==> src/rtl/fft_butterfly_sequencer_pkg.sv <==
// fft_pkg: shared types and default parameters for the FFT butterfly sequencer
package fft_pkg;
  typedef struct packed {
    logic [31:0] re;
    logic [31:0] im;
  } complex_t;
  localparam int LOG2_N_DEF = 10;
  localparam int MEM_RD_LATENCY_DEF = 1;
  localparam int CU_LATENCY_DEF = 14;
  typedef enum logic [1:0] {IDLE, ISSUE, DRAIN, DONE} seq_state_e;
endpackage

==> src/rtl/fft_butterfly_sequencer_if.sv <==
// fft_butterfly_sequencer_if: control/address bundle between sequencer and RAM/ROM/compute unit
// master: sequencer side (takes start, drives strobes, addresses, stage, busy, done)
// slave : controller/memory side
// FFT_SEQ_INVERSE_EN adds inverse (to sequencer) and tw_conj (from sequencer)
interface fft_butterfly_sequencer_if import fft_pkg::*; #(parameter int LOG2_N = LOG2_N_DEF);
  localparam int SW = $clog2(LOG2_N);
  logic start, busy, done, rd_en, wr_en;
  logic [LOG2_N-1:0] rd_addr_a, rd_addr_b, wr_addr_a, wr_addr_b;
  logic [LOG2_N-2:0] tw_addr;
  logic [SW-1:0] stage;
`ifdef FFT_SEQ_INVERSE_EN
  logic inverse, tw_conj;
`endif
  modport master (
`ifdef FFT_SEQ_INVERSE_EN
    input inverse, output tw_conj,
`endif
    input start, output busy, done, rd_en, rd_addr_a, rd_addr_b, tw_addr,
    wr_en, wr_addr_a, wr_addr_b, stage
  );
  modport slave (
`ifdef FFT_SEQ_INVERSE_EN
    output inverse, input tw_conj,
`endif
    output start, input busy, done, rd_en, rd_addr_a, rd_addr_b, tw_addr,
    wr_en, wr_addr_a, wr_addr_b, stage
  );
endinterface

==> src/rtl/fft_butterfly_sequencer_delay_line.sv <==
// fft_seq_delay_line: DEPTH-stage shift register, q is d delayed exactly DEPTH cycles
// Ports: clk, areset (async clear), d (input word), q (delayed word)
module fft_seq_delay_line import fft_pkg::*; #(
  parameter int DEPTH = 1,
  parameter int WIDTH = 1
) (
  input  logic             clk,
  input  logic             areset,
  input  logic [WIDTH-1:0] d,
  output logic [WIDTH-1:0] q
);
  logic [WIDTH-1:0] sr [DEPTH];
  always_ff @(posedge clk or posedge areset)
    if (areset) for (int i = 0; i < DEPTH; i++) sr[i] <= '0;
    else begin
      sr[0] <= d;
      for (int i = 1; i < DEPTH; i++) sr[i] <= sr[i-1];
    end
  assign q = sr[DEPTH-1];
endmodule

==> src/rtl/fft_butterfly_sequencer.sv <==
// fft_butterfly_sequencer: address/strobe sequencer for an in-place radix-2 DIT FFT
// Ports: clk, areset (async, active high), bus (master modport: start in; busy, done,
//   rd_en, rd_addr_a/b, tw_addr, wr_en, wr_addr_a/b, stage out)
// Option FFT_SEQ_INVERSE_EN: bus.inverse sampled with start, bus.tw_conj held for the run
module fft_butterfly_sequencer import fft_pkg::*; #(
  parameter int LOG2_N = LOG2_N_DEF,
  parameter int MEM_RD_LATENCY = MEM_RD_LATENCY_DEF,
  parameter int CU_LATENCY = CU_LATENCY_DEF
) (
  input logic clk,
  input logic areset,
  fft_butterfly_sequencer_if.master bus
);
  localparam int TL = MEM_RD_LATENCY + CU_LATENCY;
  localparam int SW = $clog2(LOG2_N);
  localparam int DW = $clog2(TL) + 1;
  seq_state_e state, nxt;
  logic [LOG2_N-2:0] k;
  logic [SW-1:0] stage;
  logic [DW-1:0] dcnt;
  logic last_d, last_s, rd;
  logic [LOG2_N-1:0] kx, half, j, a, twf, ra, rb;
  logic [LOG2_N-2:0] tw;
  assign last_d = dcnt == DW'(TL - 1);
  assign last_s = stage == SW'(LOG2_N - 1);
  always_ff @(posedge clk or posedge areset)
    if (areset) state <= IDLE;
    else state <= nxt;
  always_comb
    nxt = state == IDLE  ? (bus.start ? ISSUE : IDLE) :
          state == ISSUE ? (&k ? DRAIN : ISSUE) :
          state == DRAIN ? (last_d ? (last_s ? DONE : ISSUE) : DRAIN) : IDLE;
  always_ff @(posedge clk or posedge areset)
    if (areset) begin
      k <= '0;
      stage <= '0;
      dcnt <= '0;
    end else begin
      k <= state == ISSUE ? k + (LOG2_N-1)'(1) : '0;
      dcnt <= state == DRAIN ? dcnt + DW'(1) : '0;
      stage <= state == IDLE ? '0 : (state == DRAIN && last_d && !last_s) ? stage + SW'(1) : stage;
    end
  // Insert a zero at bit `stage` of k to get the top address; bottom is half above it.
  always_comb begin
    rd = state == ISSUE;
    kx = LOG2_N'(k);
    half = LOG2_N'(1) << stage;
    j = kx & (half - LOG2_N'(1));
    a = (((kx >> stage) << stage) << 1) | j;
    twf = j << (SW'(LOG2_N - 1) - stage);
    ra = rd ? a : '0;
    rb = rd ? a + half : '0;
    tw = rd ? twf[LOG2_N-2:0] : '0;
  end
  assign bus.rd_en = rd;
  assign bus.rd_addr_a = ra;
  assign bus.rd_addr_b = rb;
  assign bus.tw_addr = tw;
  assign bus.busy = state == ISSUE || state == DRAIN;
  assign bus.done = state == DONE;
  assign bus.stage = stage;
  fft_seq_delay_line #(.DEPTH(TL), .WIDTH(1 + 2*LOG2_N)) u_dly (
    .clk(clk),
    .areset(areset),
    .d({rd, ra, rb}),
    .q({bus.wr_en, bus.wr_addr_a, bus.wr_addr_b})
  );
`ifdef FFT_SEQ_INVERSE_EN
  logic tc;
  always_ff @(posedge clk or posedge areset)
    if (areset) tc <= 1'b0;
    else if (state == IDLE && bus.start) tc <= bus.inverse;
    else if (state == DONE) tc <= 1'b0;
  assign bus.tw_conj = tc;
`endif
endmodule
==> src/flat_wrapper.sv <==
// flat-port wrapper written by rule: the top's interface ports become plain ports
module fft_butterfly_sequencer_flat import fft_pkg::*;
#(
  parameter int LOG2_N = LOG2_N_DEF,
  parameter int MEM_RD_LATENCY = MEM_RD_LATENCY_DEF,
  parameter int CU_LATENCY = CU_LATENCY_DEF
)
  (clk, areset, bus_start, bus_busy, bus_done, bus_rd_en, bus_rd_addr_a, bus_rd_addr_b, bus_tw_addr, bus_wr_en, bus_wr_addr_a, bus_wr_addr_b, bus_stage);
  fft_butterfly_sequencer_if #(.LOG2_N(LOG2_N)) bus_i ();
  input logic clk;
  input logic areset;
  input wire logic [$bits(bus_i.start)-1:0] bus_start;
  output wire logic [$bits(bus_i.busy)-1:0] bus_busy;
  output wire logic [$bits(bus_i.done)-1:0] bus_done;
  output wire logic [$bits(bus_i.rd_en)-1:0] bus_rd_en;
  output wire logic [$bits(bus_i.rd_addr_a)-1:0] bus_rd_addr_a;
  output wire logic [$bits(bus_i.rd_addr_b)-1:0] bus_rd_addr_b;
  output wire logic [$bits(bus_i.tw_addr)-1:0] bus_tw_addr;
  output wire logic [$bits(bus_i.wr_en)-1:0] bus_wr_en;
  output wire logic [$bits(bus_i.wr_addr_a)-1:0] bus_wr_addr_a;
  output wire logic [$bits(bus_i.wr_addr_b)-1:0] bus_wr_addr_b;
  output wire logic [$bits(bus_i.stage)-1:0] bus_stage;
  assign bus_i.start = bus_start;
  assign bus_busy = bus_i.busy;
  assign bus_done = bus_i.done;
  assign bus_rd_en = bus_i.rd_en;
  assign bus_rd_addr_a = bus_i.rd_addr_a;
  assign bus_rd_addr_b = bus_i.rd_addr_b;
  assign bus_tw_addr = bus_i.tw_addr;
  assign bus_wr_en = bus_i.wr_en;
  assign bus_wr_addr_a = bus_i.wr_addr_a;
  assign bus_wr_addr_b = bus_i.wr_addr_b;
  assign bus_stage = bus_i.stage;
  fft_butterfly_sequencer #(.LOG2_N(LOG2_N), .MEM_RD_LATENCY(MEM_RD_LATENCY), .CU_LATENCY(CU_LATENCY)) u_core (.clk(clk), .areset(areset), .bus(bus_i));
endmodule
==> config.mk <==
export PLATFORM = sky130hd
export DESIGN_NAME = fft_butterfly_sequencer_flat
export DESIGN_NICKNAME = d
export VERILOG_FILES = /design/src/rtl/fft_butterfly_sequencer_pkg.sv /design/src/rtl/fft_butterfly_sequencer_if.sv /design/src/rtl/fft_butterfly_sequencer_delay_line.sv /design/src/rtl/fft_butterfly_sequencer.sv /design/src/flat_wrapper.sv
export SDC_FILE = /design/constraint.sdc
export NUM_CORES = 1
export LEC_CHECK = 0
export CORE_UTILIZATION = 48
export DETAILED_ROUTE_END_ITERATION = 10
export GPL_ROUTABILITY_DRIVEN = 1
export PLACE_DENSITY = 0.65
export SYNTH_ARGS = -nofsm -noshare
export SYNTH_HDL_FRONTEND = slang
export SYNTH_HIERARCHICAL = 1
export SYNTH_SLANG_ARGS = --single-unit
==> constraint.sdc <==
create_clock -name clk -period 22.1 [get_ports clk]
set_clock_uncertainty 0.05 [all_clocks]
set_input_delay 3.315 -clock clk [delete_from_list [all_inputs] [get_ports clk]]
set_output_delay 3.315 -clock clk [all_outputs]
set_load 0.03 [all_outputs]
==> results of run 1 <==
[synth_stat cells, drive strengths merged (2+ instances only)]
master   count
o21ai       17
a311oi       2
nand2       32
a21boi       4
nor4         2
o41ai        2
a21o         6
mux2         6
nor2b       12
nand3       10
a21bo        2
nand2b       5
xor2         6
o31ai        3
o211ai       4
a21oi       13
and2        33
o22ai        3
dfrtp      335
clkbuf      18
a211oi       3
nor2        26
mux2i        5
xnor2       12
inv         13
or2          2
a22o         2
a32oi        2
a22oi        3
mux4         2
buf         23
clkinv       2
nor3         8
ha          26
or3          3
and3         2
o2111ai      2
[state kept, by name, summed over array words and instances, names as in the netlist]
register and flops:
u_core/bus.stage 4, u_core/dcnt 5, u_core/k 9, u_core/state 2, u_core/u_dly/q 21, u_core/u_dly/sr 294
[critical path, stage by stage (launching register included)]
cell and delay [ns]:
dfrtp_1 0.93, clkinv_1 0.61, ha_1 0.52, nand2_1 0.12, ha_1 0.30, nor2b_1 0.25, mux2_2 0.39, o21ai_0 0.28
a32oi_1 0.09, o41ai_1 0.11, ha_1 0.37, nand2_1 0.11, o211ai_1 0.09, a31oi_1 0.23, xnor2_1 0.15, and2_1 0.17
clkdlybuf4s50_1 0.68
[per-stage QoR]
step | cell area, sq um | utilization, % | setup WS, ns | hold slack, ns | std cells
after floorplan | 10600 | - | 10.02 | 0.281 | 667
after global placement | 11300 | 52.1 | 13.51 | 0.281 | 968
after detailed placement | 11300 | 52.1 | 13.44 | 0.285 | 968
after CTS | 12400 | 56.9 | 12.84 | 0.292 | 1024
after global routing | 12400 | 56.9 | 12.39 | 0.299 | 1024
final | 12400 | 56.9 | 12.78 | 0.293 | 1024
[power groups by stage]
stage,clock (W),combinational [W],sequential [W]
detailed placement,0,0.0000142,0.000627
finish,0.000519,0.0000133,0.000616
floorplan,0,0.00000997,0.000627
CTS,0.000539,0.0000142,0.000616
global placement,0,0.0000137,0.000627
global route,0.000565,0.0000163,0.000616
[cell families (layout without fill, tap and decap cells)]
logic type | Yosys count | in the layout
fa+ha+maj | 27 | 27
xor+xnor | 18 | 18
buf+inv | 56 | 133
other cells | 1 | 1
mux | 13 | 13
compound gates | 79 | 79
flops | 335 | 335
simple gates | 138 | 138
[placed cells by master (no fill, tap or decap), drive strengths merged, types with 3 or more instances in the layout]
cell / instances
a22oi: 3
nor2b: 12
nand3: 10
o21ai: 17
buf: 3
xnor2: 12
a211oi: 3
clkbuf: 47
a21boi: 4
clkinv: 6
nand2: 32
clkdlybuf4s50: 59
or3: 3
xor2: 6
nor2: 26
a21oi: 13
a21o: 6
ha: 26
nor3: 8
o211ai: 4
and2: 33
o31ai: 3
mux2: 6
o22ai: 3
inv: 14
dfrtp: 335
nand2b: 5
mux2i: 5
[worst paths after layout]
kind                       slack (ns)                              to  cells after the start
max                             12.78                bus_rd_addr_b[8]                     16
min                              0.29  u_core/u_dly/sr[247]$_DFF_PP0_                      0
max reg2reg                     17.26  u_core/u_dly/sr[302]$_DFF_PP0_                     15
min reg2reg                      0.29  u_core/u_dly/sr[247]$_DFF_PP0_                      0
max in group asynchronous       16.06  u_core/u_dly/sr[206]$_DFF_PP0_                      4
min in group asynchronous        3.32           u_core/k[4]$_DFF_PP0_                      2
[per-layer routing]
metal / up-vias / wire [um] / global-route usage, %
met4: 0 / 476 / 4.90
met5: - / 0 / 0
met2: 134 / 8340 / 26.7
li1: 2288 / - / -
met1: 2630 / 8190 / 23.3
met3: 38 / 813 / 3.21
[final cells by class]
cell class                 count  area share, %
tap                          280           2.83
timing repair buffer          62           4.95
sequential                   335           67.7
inverter                      15          0.515
clock inverter                 9          0.960
clock buffer                  47           7.40
multi-input combinational    276           15.6
==> qor.log, run 1 <==
qor: status.status finished, final reports clean
qor: global_route.global_route_wire_length_before_repair 28700 um
qor: clock_tree.tritoncts.num_buffers 31
qor: route.drt-total-wl 17800 um
qor: power_and_ir_drop.p_total 0.00115 W
qor: power_and_ir_drop.power_frac_comb 1.2%
qor: synthesis.post-synth-top-area-cell dfrtp_1
qor: setup_path.worstPathRequired 18.74 ns
qor: synthesis.syn_area_per_cell 15.9 sq um
qor: global_route.largest_net_degree_at_the_start_of_global_routing 142
qor: synthesis.synthesis.instances 667
qor: setup_path.worst-setup-path-type register to output port
qor: route.route.detailed.drc 0
qor: setup_path.critical_path_peak_fanout 25
qor: cells_and_area.fillCellCount 1683
qor: synthesis.synth-compound-area-share 5.21%
qor: global_route.first_global_vias 5296
qor: synthesis.netlist.area_leader.share 79.0%
qor: global_route.globalRouteTotalUtil 16.7%
qor: sta.final-hold-violation-count 0
qor: power_and_ir_drop.power.switching_fraction 19.4%
qor: synthesis.post_synth_num_cell_types 60
qor: clock_tree.clock_tree_from_tritoncts done
qor: synthesis.synth_top_family_by_area simple AND/OR/NAND/NOR gates
qor: cells_and_area.multi_input_comb_area 1930 sq um
qor: route.detailroute.via_count 5090
qor: route.drt-vias-per-instance 4.97
qor: synthesis.post_synth_instance_area 10600 sq um
qor: clock_tree.clk_pin_slew 0.06 ns
qor: floorplanning.fp.coreArea 21800 sq um
qor: cells_and_area.final_nets 751
qor: floorplanning.start_util 48.8%
qor: placed_design.port_buffers 59
qor: synthesis.synthMuxAreaShare 1.57%
qor: sta.rsz0062_at_grt no
qor: placed_design.hpwl 10800 um
qor: floorplanning.floorplan.die.height 151 um
qor: min_path.hold_start u_core/u_dly/sr[268]$_DFF_PP0_
qor: synthesis.synth_enable_flop_cells 0
qor: floorplanning.top_level_port_count 60
qor: power_and_ir_drop.total_switching_power 0.000223 W
qor: sta.timing_worst_slew_pin_value 1.14 ns
qor: sta.setup_total_negative_slack 0 ns
qor: floorplanning.die_w 151 um
qor: min_path.hold_path.class register to register
qor: global_route.grt_antenna_before_repair 0
qor: power_and_ir_drop.power_density 92.8 nW/um^2
qor: setup_path.setup.worst_path.start_class register
qor: clock_tree.clock-root-buffer clkbuf_16
qor: route.wl_per_cell 17.4 um
qor: sta.period_share 42.2%
qor: clock_tree.clk_path_buf_depth 3
qor: synthesis.ys_ff_latch 335
qor: cells_and_area.layout-drive-gt1-share 9.14%
qor: power_and_ir_drop.vdd.ir_drop.worst 0.0623 mV
qor: power_and_ir_drop.p_clk_share 45.2%
qor: synthesis.synth_flop_cell dfrtp_1
qor: floorplanning.fp.dieArea 22700 sq um
qor: synthesis.synth_warnings 6
qor: sta.setup_viol 0
qor: setup_path.timing.critical_path.from u_core/bus.stage[1]$_DFFE_PP0P_
qor: synthesis.synthArstFlopShare 100%
qor: synthesis.postSynthNetCount 697
qor: power_and_ir_drop.internal_power_consumption 0.000926 W
qor: synthesis.synth_adder_area_share 3.25%
qor: sta.final_period_minus_worst_setup_slack 9.32 ns
qor: clock_tree.cts_setup_buffers 0
qor: global_route.grt-ovfl-total 0
qor: sta.slew-limit-headroom 24.2%
qor: sta.maxClockFrequency 107 MHz
qor: synthesis.post_synthesis_simple_gate_area_fraction 6.67%
qor: power_and_ir_drop.power.leakage 5.67 nW
qor: clock_tree.clkSinkCount 335
qor: route.drt_first_pass_iters 5
qor: setup_path.end_kind output port
qor: clock_tree.clock_latency 0.55 ns
qor: clock_tree.number_of_resized_instances_in_the_post_cts_repair_step 0
qor: cells_and_area.syn_to_final_growth 16.6%
qor: placed_design.gpl.final_weighted_congestion 0.825
qor: power_and_ir_drop.seq_power_share 53.6%
qor: floorplanning.floorplan.rows 54
qor: setup_path.r2r-start u_core/bus.stage[1]$_DFFE_PP0P_
qor: sta.final-max-slew-violation-count 0
qor: cells_and_area.antenna-diode-count 0
qor: clock_tree.h-tree-depth 1
qor: route.detail_route.iter0.violations 256
qor: route.antenna_violating_nets_post_route 0
qor: clock_tree.post_cts_hold_buffer_count 0
qor: flow_run.cap_viol_max_count 0
qor: synthesis.seq_area_frac_synth 79.0%
qor: synthesis.netlist_top_cells_area dfrtp_1, ha_1, and2_1
qor: synthesis.synth-xor-area-share 1.49%
qor: cells_and_area.sequential_cell_area 8380 sq um
qor: setup_path.cp_data_arrival_time 5.95 ns
(Power assumes the default switching activity.)
==> run 2: changes to the inputs <==
--- a/config.mk
+++ b/config.mk
@@ -8,7 +8,7 @@
 export CORE_UTILIZATION = 48
 export DETAILED_ROUTE_END_ITERATION = 10
 export GPL_ROUTABILITY_DRIVEN = 1
-export PLACE_DENSITY = 0.65
+export PLACE_DENSITY = 0.68
 export SYNTH_ARGS = -nofsm -noshare
 export SYNTH_HDL_FRONTEND = slang
 export SYNTH_HIERARCHICAL = 1
==> constraint.sdc (replaced) <==
create_clock -name clk -period 8.1 [get_ports clk]
set_clock_uncertainty 0.05 [all_clocks]
set_input_delay 1.215 -clock clk [delete_from_list [all_inputs] [get_ports clk]]
set_output_delay 1.215 -clock clk [all_outputs]
set_load 0.03 [all_outputs]
==> qor.log, run 2 (synthesized netlist as in run 1, its figures left out) <==
qor: setup_path.timing.critical_path.from u_core/bus.stage[1]$_DFFE_PP0P_ [unchanged]
qor: global_route.grt-ovfl-total 0 [unchanged]
qor: sta.final-max-slew-violation-count 0 [unchanged]
qor: route.drt-vias-per-instance 4.92 [was 4.97]
qor: cells_and_area.final_cells 1031 [was 1024]
qor: min_path.hold_path.class register to register [unchanged]
qor: floorplanning.floorplan.die.height 151 um [unchanged]
qor: setup_path.worst-setup-path-type register to output port [unchanged]
qor: power_and_ir_drop.p_clk_share 46.4% [was 45.2%]
qor: cells_and_area.final_nets 756 [was 751]
qor: power_and_ir_drop.vdd.ir_drop.worst 0.143 mV [was 0.0623 mV]
qor: sta.rsz0062_at_grt no [unchanged]
qor: setup_path.critical_path_peak_fanout 12 [was 25]
qor: clock_tree.clkSinkCount 335 [unchanged]
qor: clock_tree.post_cts_hold_buffer_count 0 [unchanged]
qor: clock_tree.clk_path_buf_depth 3 [unchanged]
qor: sta.final_period_minus_worst_setup_slack 6.43 ns
qor: route.detail_route.iter0.violations 299 [was 256]
qor: min_path.hold_start u_core/u_dly/sr[73]$_DFF_PP0_ [was u_core/u_dly/sr[268]$_DFF_PP0_]
qor: sta.maxClockFrequency 155 MHz
qor: setup_path.setup.worst_path.start_class register [unchanged]
qor: route.antenna_violating_nets_post_route 0 [unchanged]
qor: sta.setup_viol 0 [unchanged]
qor: power_and_ir_drop.power.switching_fraction 19.4% [about the same]
qor: route.drt-total-wl 18000 um [was 17800 um]
qor: floorplanning.floorplan.rows 54 [unchanged]
qor: sta.setup_total_negative_slack 0 ns [unchanged]
qor: clock_tree.clock_tree_from_tritoncts done [unchanged]
qor: sta.period_share 79.4%
qor: setup_path.r2r-start u_core/bus.stage[1]$_DFFE_PP0P_ [unchanged]
qor: sta.final-hold-violation-count 0 [unchanged]
qor: floorplanning.start_util 48.8% [unchanged]
qor: clock_tree.clock-root-buffer clkbuf_16 [unchanged]
qor: power_and_ir_drop.power_frac_comb 1.2% [about the same]
qor: sta.timing_worst_slew_pin_value 0.961 ns [was 1.14 ns]
qor: route.wl_per_cell 17.5 um [was 17.4 um]
qor: global_route.grt_antenna_before_repair 0 [unchanged]
qor: global_route.globalRouteTotalUtil 16.8% [was 16.7%]
qor: route.route.detailed.drc 0 [unchanged]
qor: setup_path.end_kind output port [unchanged]
qor: cells_and_area.regMostFlops u_core/u_dly/sr [unchanged]
qor: flow_run.cap_viol_max_count 0 [unchanged]
qor: power_and_ir_drop.total_switching_power 0.000622 W [was 0.000223 W]
qor: setup_path.worstPathRequired 6.84 ns [was 18.74 ns]
qor: route.drt_first_pass_iters 4 [was 5]
qor: clock_tree.tritoncts.num_buffers 31 [unchanged]
qor: cells_and_area.finish.utilization 57.4% [was 56.9%]
qor: power_and_ir_drop.power_density 257 nW/um^2 [was 92.8 nW/um^2]
qor: setup_path.cp_data_arrival_time 5.17 ns [was 5.95 ns]
qor: cells_and_area.syn_to_final_growth 17.6% [was 16.6%]
qor: clock_tree.clock_latency 0.55 ns [about the same]
qor: floorplanning.fp.dieArea 22700 sq um [unchanged]
qor: floorplanning.fp.coreArea 21800 sq um [unchanged]
qor: placed_design.port_buffers 59 [unchanged]
qor: clock_tree.h-tree-depth 1 [unchanged]
qor: power_and_ir_drop.internal_power_consumption 0.00259 W [was 0.000926 W]
qor: cells_and_area.flip_flop_count_of_the_largest_register_all_copies_and_words_added 294 [unchanged]
qor: floorplanning.die_w 151 um [unchanged]
qor: sta.slew-limit-headroom 35.9% [was 24.2%]
qor: route.detailroute.via_count 5072 [was 5090]
qor: global_route.first_global_vias 5435 [was 5296]
qor: power_and_ir_drop.seq_power_share 52.4% [was 53.6%]
qor: cells_and_area.final_common_cell dfrtp_1 [unchanged]
qor: placed_design.gpl.final_weighted_congestion 0.857 [was 0.825]
qor: clock_tree.cts_setup_buffers 0 [unchanged]
qor: sta.post-route-worst-setup-slack 1.67 ns [was 12.78 ns]
qor: global_route.global_route_wire_length_before_repair 29100 um [was 28700 um]
qor: placed_design.preCtsSetupSlack 2.32 ns [was 13.44 ns]
qor: cells_and_area.final_cell_mix dfrtp_1, clkdlybuf4s50_1, nand2_1, and2_1, clkbuf_16 [unchanged]
qor: placed_design.placed_cells 973 [was 968]
qor: cells_and_area.layout-drive-gt1-share 10.1% [was 9.14%]
qor: global_route.largest_net_degree_at_the_start_of_global_routing 169 [was 142]
qor: clock_tree.number_of_resized_instances_in_the_post_cts_repair_step 0 [unchanged]
qor: power_and_ir_drop.power.leakage 5.73 nW [was 5.67 nW]
qor: floorplanning.top_level_port_count 60 [unchanged]
qor: cells_and_area.fillCellCount 1689 [was 1683]
qor: clock_tree.clk_pin_slew 0.06 ns [about the same]
qor: cells_and_area.antenna-diode-count 0 [unchanged]
qor: status.status finished, final reports clean [unchanged]
qor: placed_design.hpwl 11400 um [was 10800 um]
[run 2: changes by cell type in the layout (fill, tap and decap cells not counted), sizes merged]
| cell | before | now |
|---|---|---|
| buf | 3 | 8 |
| bufinv | 2 | 4 |
| clkbuf | 47 | 45 |
| clkinv | 6 | 8 |
[run 2: power groups by stage]
stage               logic (W)  registers, W  clock network [W]
detailed placement  0.0000399       0.00171                  0
global route        0.0000448       0.00168            0.00161
CTS                 0.0000401       0.00168            0.00154
floorplan           0.0000275       0.00171                  0
global placement    0.0000383       0.00171                  0
finish              0.0000371       0.00168            0.00149
[run 2: layout make-up]
class / instances / area [sq um] / share of cell area [%]
flip-flops and latches: 335 / 8380 / 67.2
multi-input cells: 276 / 1930 / 15.5
clock inverters: 13 / 193 / 1.54
clock buffers: 45 / 898 / 7.20
inverters: 15 / 60.1 / 0.481
well taps: 280 / 350 / 2.81
repair buffers: 67 / 663 / 5.31
[run 2: per-stage QoR]
| step | hold WS (ns) | total power, W | cell area (sq um) |
|---|---|---|---|
| floorplan | 0.281 | 0.00174 | 10600 |
| global placement | 0.281 | 0.00175 | 11400 |
| detailed placement | 0.285 | 0.00175 | 11400 |
| CTS | 0.295 | 0.00326 | 12500 |
| global route | 0.295 | 0.00334 | 12500 |
| finish | 0.296 | 0.00321 | 12500 |
[run 2: path summary, 6_finish.rpt]
kind,to,slack (ns),cells past startpoint
worst max-delay path,bus_rd_addr_b[7],1.67,16
worst min-delay path,u_core/u_dly/sr[52]$_DFF_PP0_,0.30,0
worst max register to register,u_core/u_dly/sr[301]$_DFF_PP0_,4.05,15
worst min register to register,u_core/u_dly/sr[52]$_DFF_PP0_,0.30,0
max in group asynchronous,u_core/u_dly/sr[303]$_DFF_PP0_,5.03,4
min in group asynchronous,u_core/u_dly/sr[294]$_DFF_PP0_,1.11,2
[run 2: critical path: stages (launching register included)]
cell	delay [ns]
dfrtp_1	0.35
clkinv_1	0.36
ha_1	0.50
nand2_1	0.11
ha_1	0.28
nor2b_1	0.26
mux2_2	0.39
o21ai_0	0.30
a32oi_1	0.11
o41ai_1	0.12
ha_1	0.36
o21ai_0	0.26
o21ai_0	0.13
nand2_1	0.10
xnor2_1	0.11
and2_1	0.18
clkdlybuf4s50_1	0.69
[run 2: layer usage]
metal | GRT usage, % | wire length (um) | vias to the layer above
met2 | 26.0 | 8250 | 145
met3 | 3.64 | 961 | 50
met5 | 0 | 0 | -
met4 | 6.70 | 665 | 0
li1 | - | - | 2297
met1 | 23.3 | 8160 | 2580
